File: config.mk
export PLATFORM = sky130hd
export DESIGN_NAME = dot36_feeder
export DESIGN_NICKNAME = d
export VERILOG_FILES = /design/src/rtl/dot36_feeder.sv
export SDC_FILE = /design/constraint.sdc
export NUM_CORES = 2
export LEC_CHECK = 0
export BUFFER_PORTS_ARGS = -buffer_cell sky130_fd_sc_hd__buf_2
export CAP_MARGIN = 20
export CORE_AREA = 2 2 481 483
export CTS_BUF_LIST = sky130_fd_sc_hd__clkbuf_16
export CTS_CLUSTER_SIZE = 40
export DETAILED_ROUTE_END_ITERATION = 7
export DIE_AREA = 0 0 483 485
export GPL_TIMING_DRIVEN = 0
export PLACE_DENSITY = 0.43
export SLEW_MARGIN = 20
export SYNTH_ARGS = -nofsm -noshare
export SYNTH_HDL_FRONTEND = slang
export SYNTH_SLANG_ARGS = --single-unit
File: constraint.sdc
create_clock -name clk -period 3.95 [get_ports clk]
set_input_delay 0.395 -clock clk [delete_from_list [all_inputs] [get_ports clk]]
set_output_delay 0.395 -clock clk [all_outputs]
set_load 0.03 [all_outputs]
File: src/rtl/dot36_feeder.sv
// Streaming front end for the 36-element dot-product engine: packs operand pairs into
// the engine's two operand vectors, tracks in-flight vectors and returns scalar results.
`ifndef DOT36_DATA_LEN
`define DOT36_DATA_LEN 16
`endif

module dot36_feeder #(
   parameter int DATA_LEN = `DOT36_DATA_LEN,
   parameter int N        = 36,
   parameter int LAT      = 4
) (
   input  logic                  clk,
   input  logic                  rst,
   input  logic                  in_valid,
   output logic                  in_ready,
   input  logic [DATA_LEN-1:0]   in_a,
   input  logic [DATA_LEN-1:0]   in_b,
   output logic                  eng_load,
   output logic [N*DATA_LEN-1:0] eng_d1,
   output logic [N*DATA_LEN-1:0] eng_d2,
   input  logic [DATA_LEN-1:0]   eng_q,
   output logic                  out_valid,
   input  logic                  out_ready,
   output logic [DATA_LEN-1:0]   out_data
);
   localparam int IDX_W = (N > 1) ? $clog2(N) : 1;
   localparam logic [IDX_W-1:0] LAST_IDX = IDX_W'(N - 1);

   logic [IDX_W-1:0] idx;
   logic             full;
   logic [LAT-1:0]   tag;
   logic             slot_free;
   logic             stall;
   logic             accept;
   logic             issue;
   logic             capture;

   // The engine freezes whenever a finished result has nowhere to go.
   assign slot_free = ~out_valid | out_ready;
   assign stall     = tag[LAT-1] & ~slot_free;
   assign eng_load  = ~stall & (full | (|tag));
   assign in_ready  = ~full | eng_load;
   assign accept    = in_valid & in_ready;
   assign issue     = full & eng_load;
   assign capture   = tag[LAT-1] & slot_free;

   // Slot 0 of the next vector may be written on the issue edge; the engine sees pre-edge data.
   always_ff @(posedge clk) begin
      if (rst) begin
         idx    <= '0;
         full   <= 1'b0;
         eng_d1 <= '0;
         eng_d2 <= '0;
      end else begin
         if (accept) begin
            eng_d1[int'(idx)*DATA_LEN +: DATA_LEN] <= in_a;
            eng_d2[int'(idx)*DATA_LEN +: DATA_LEN] <= in_b;
            idx <= (idx == LAST_IDX) ? '0 : idx + 1'b1;
         end
         full <= (full & ~issue) | (accept & (idx == LAST_IDX));
      end
   end

   // Tag pipeline shifts with the engine; the output register captures results when free.
   always_ff @(posedge clk) begin
      if (rst) begin
         tag       <= '0;
         out_valid <= 1'b0;
         out_data  <= '0;
      end else begin
         if (eng_load) begin
            tag[0] <= issue;
            for (int i = 1; i < LAT; i++) begin
               tag[i] <= tag[i-1];
            end
         end
         if (capture) begin
            out_valid <= 1'b1;
            out_data  <= eng_q;
         end else if (out_ready) begin
            out_valid <= 1'b0;
         end
      end
   end

endmodule
==> reports/metrics.cfg <==
[yosys]
synth-main-ff-cell = dfxtp_1
synthArstFlopShare_pct = 0
ys_warn_count = 0
synth-seq-cells = 1180
synth.top_cell.area_share_pct = 54.3
syn_nets = 4693
synth_edf_count = 0
syn-cell-area_um2 = 43500
synth_area_leaders = dfxtp_1, mux2i_1, nand2_1
synth_largest_area_cell = dfxtp_1
yosysSeqAreaShare_pct = 54.3
syn_area_per_cell_um2 = 9.37
synth.distinct_cells = 58
synthCells = 4638

[pwr]
p_leak_uw = 0.0292
p_per_area_nw_per_um2 = 453
power.total_uw = 27300
ir_drop_uv = 341

[placed_design]
hpwlAfterDp_um = 261000
place_congestion = 0.879
dp_slack_ps = -1670
numPortBuffers = 1217

[layout]
fin_nets = 6145
final_common_cell = buf_2
drive_gt1_share_pct = 30.4
fin_util_pct = 26.3
synthToLayoutAreaGrowth_pct = 38.5
final_cell_mix = buf_2, dfxtp_1, nand2_1

[setup_path]
cp-endpoint = eng_d1[156]
reg2reg_depth = 11
slowest_delay_ps = 560
cpLargestDelayFamily = buffers and inverters
end_kind = flop
crit_type = flop to flop
cp-startpoint = idx[0]
r2r-start = idx[0]
reg2reg_slack_ps = -20
regToRegEndpoint = eng_d1[156]
crit_cells = 11
cp_max_fo = 10
cp_slowest_cell = nor4_2
crit_top_cell = clkbuf_4
critical_path_arrival_ps = 4630
crit_chain = clkbuf_4 > inv_1 > clkbuf_4 > ha_1 > clkinv_1 > nor4_2 > o2111ai_4 > buf_8 > clkbuf_2 > nand3_1 > o21ai_0
critPathBufInv = 6
critPathRequiredTime_ps = 4610
start_kind = flop

[floorplan]
start_util_pct = 19.0
core-area_um2 = 229000
die-height_um = 485
dieArea_um2 = 234000
fp-row-count = 176
ioPinCount = 1223
dieWidth_um = 483

[timing]
clock.fmax_mhz = 252
finalMaxSlewViolations = 0
slew-limit-headroom_pct = 19.4
hold_violations = 0
finalSetupTns_ps = -36.6
hold_ws_ps = 103
rsz0062_at_grt = yes
setup_viol = 5
tightest_slew_ps = 1210
setup_ws_ps = -20.8
period_share_pct = 101
fin_crit_ps = 3970
finClkSkew_ps = 49.3

[grt]
use_met3_pct = 8.66
first_global_vias = 41700
grt_max_degree = 20
grt_usage_pct = 26.9
busiest_layer = met2
overflow = 0
grt_use_met1_pct = 31.8
grt_pass1_wl_um = 418000
grt_util_met2_pct = 44.6
antenna_found_initial = 57

[clocking]
cts_tree = yes
worstSkewPairLatency_ps = 840
cts_sinks = 1180
cts_root_buf = clkbuf_16
h-tree-depth = 4
cts_made_buffers = 143
clock_path_buffers = 3
clk_pin_slew_ps = 60

[route]
drt_pre_antenna_iters = 5
via_count = 42500
totalWireLength_um = 326000
ant_nets = 0
routedWlPerCell_um = 35.3
viasPerCell = 4.59
drt_iter0_markers = 3242
drc = 0

[hold_path]
hold_path.class = primary input to flop

[outcome]
violations = setup timing
outcome = finished, violations left

[run]
max_cap_violations = 0

Yosys cell counts, types with 23 or more instances:
cell,n
nor2_1,64
nand3_1,318
nand2_1,1086
clkbuf_1,308
a21oi_1,171
a31o_2,73
o211ai_1,24
buf_1,33
dfxtp_1,1180
mux2i_1,696
buf_2,76
nand4_1,36
o21ai_0,233
nor4_1,39
buf_4,23
nor3_1,90
inv_1,40
logic make-up after synthesis:
family          after synthesis  synth area share (%)
xor+xnor                     12                 0.259
buf+inv                     482                  4.58
fa+ha+maj                     3                0.0864
flops                      1180                  54.3
mux                         710                  16.4
simple gates               1705                  16.9
compound gates              546                  7.40
registers in the layout, indices dropped and copies added (netlist names):
register and flops:
eng_d1 576, out_valid 1, idx 6, full 1, out_data 16, tag 4, eng_d2 576
metrics by stage:
step / std cells / instance area (um^2)
finish: 9249 / 60200
global route: 9224 / 60100
CTS: 9215 / 59800
detailed placement: 8921 / 54300
global placement: 8881 / 53300
floorplan: 4638 / 43500
worst min-delay path by stage:
stage	to	slack [ps]	from	cells past startpoint
3_3_place_gp	eng_d1[527]	440	eng_d1[527]	2
4_1_cts	eng_d1[351]	20	in_a[15]	3
6_report	eng_d1[351]	100	in_a[15]	3
2_1_floorplan	tag[0]	440	full	2
3_5_place_dp	eng_d1[316]	440	eng_d1[316]	2
5_1_grt	eng_d1[437]	60	in_a[5]	3
metal layers:
metal / part of all wire, % / up-vias / routed length [um]
met1: 40 / 21300 / 132000
met4: 4.5 / 14 / 14600
met2: 47 / 1959 / 153000
met5: 0.024 / - / 78
li1: - / 18800 / -
met3: 8.4 / 448 / 27400
worst min-delay path, stage by stage:
cell and delay (ps):
buf_2 110, inv_1 220, o41ai_1 130
area by class of cell:
cell class	instances	area [um^2]
antenna	26	65.1
buffer	433	2090
clock buffer	145	3630
clock inverter	107	946
fill	25100	169000
inverter	42	159
multi-input combinational	2976	18500
sequential	1180	23600
tap	3026	3790
timing repair buffer	1314	7430
report_power, final:
group | internal [uW] | switching (uW)
Clock | 7440 | 5870
Combinational | 354 | 1700
Sequential | 11900 | 13.6
Total | 19700 | 7580
timing repair:
action,CTS,global route
gates resized for setup,119,102
gates cloned,0,0
pin swaps,9,3
setup buffers,19,11
hold buffers,27,0
hold endpoints to repair,37,0
endpoints found under the setup margin,1138,889
Note: power is estimated with default switching activity, not from simulation.
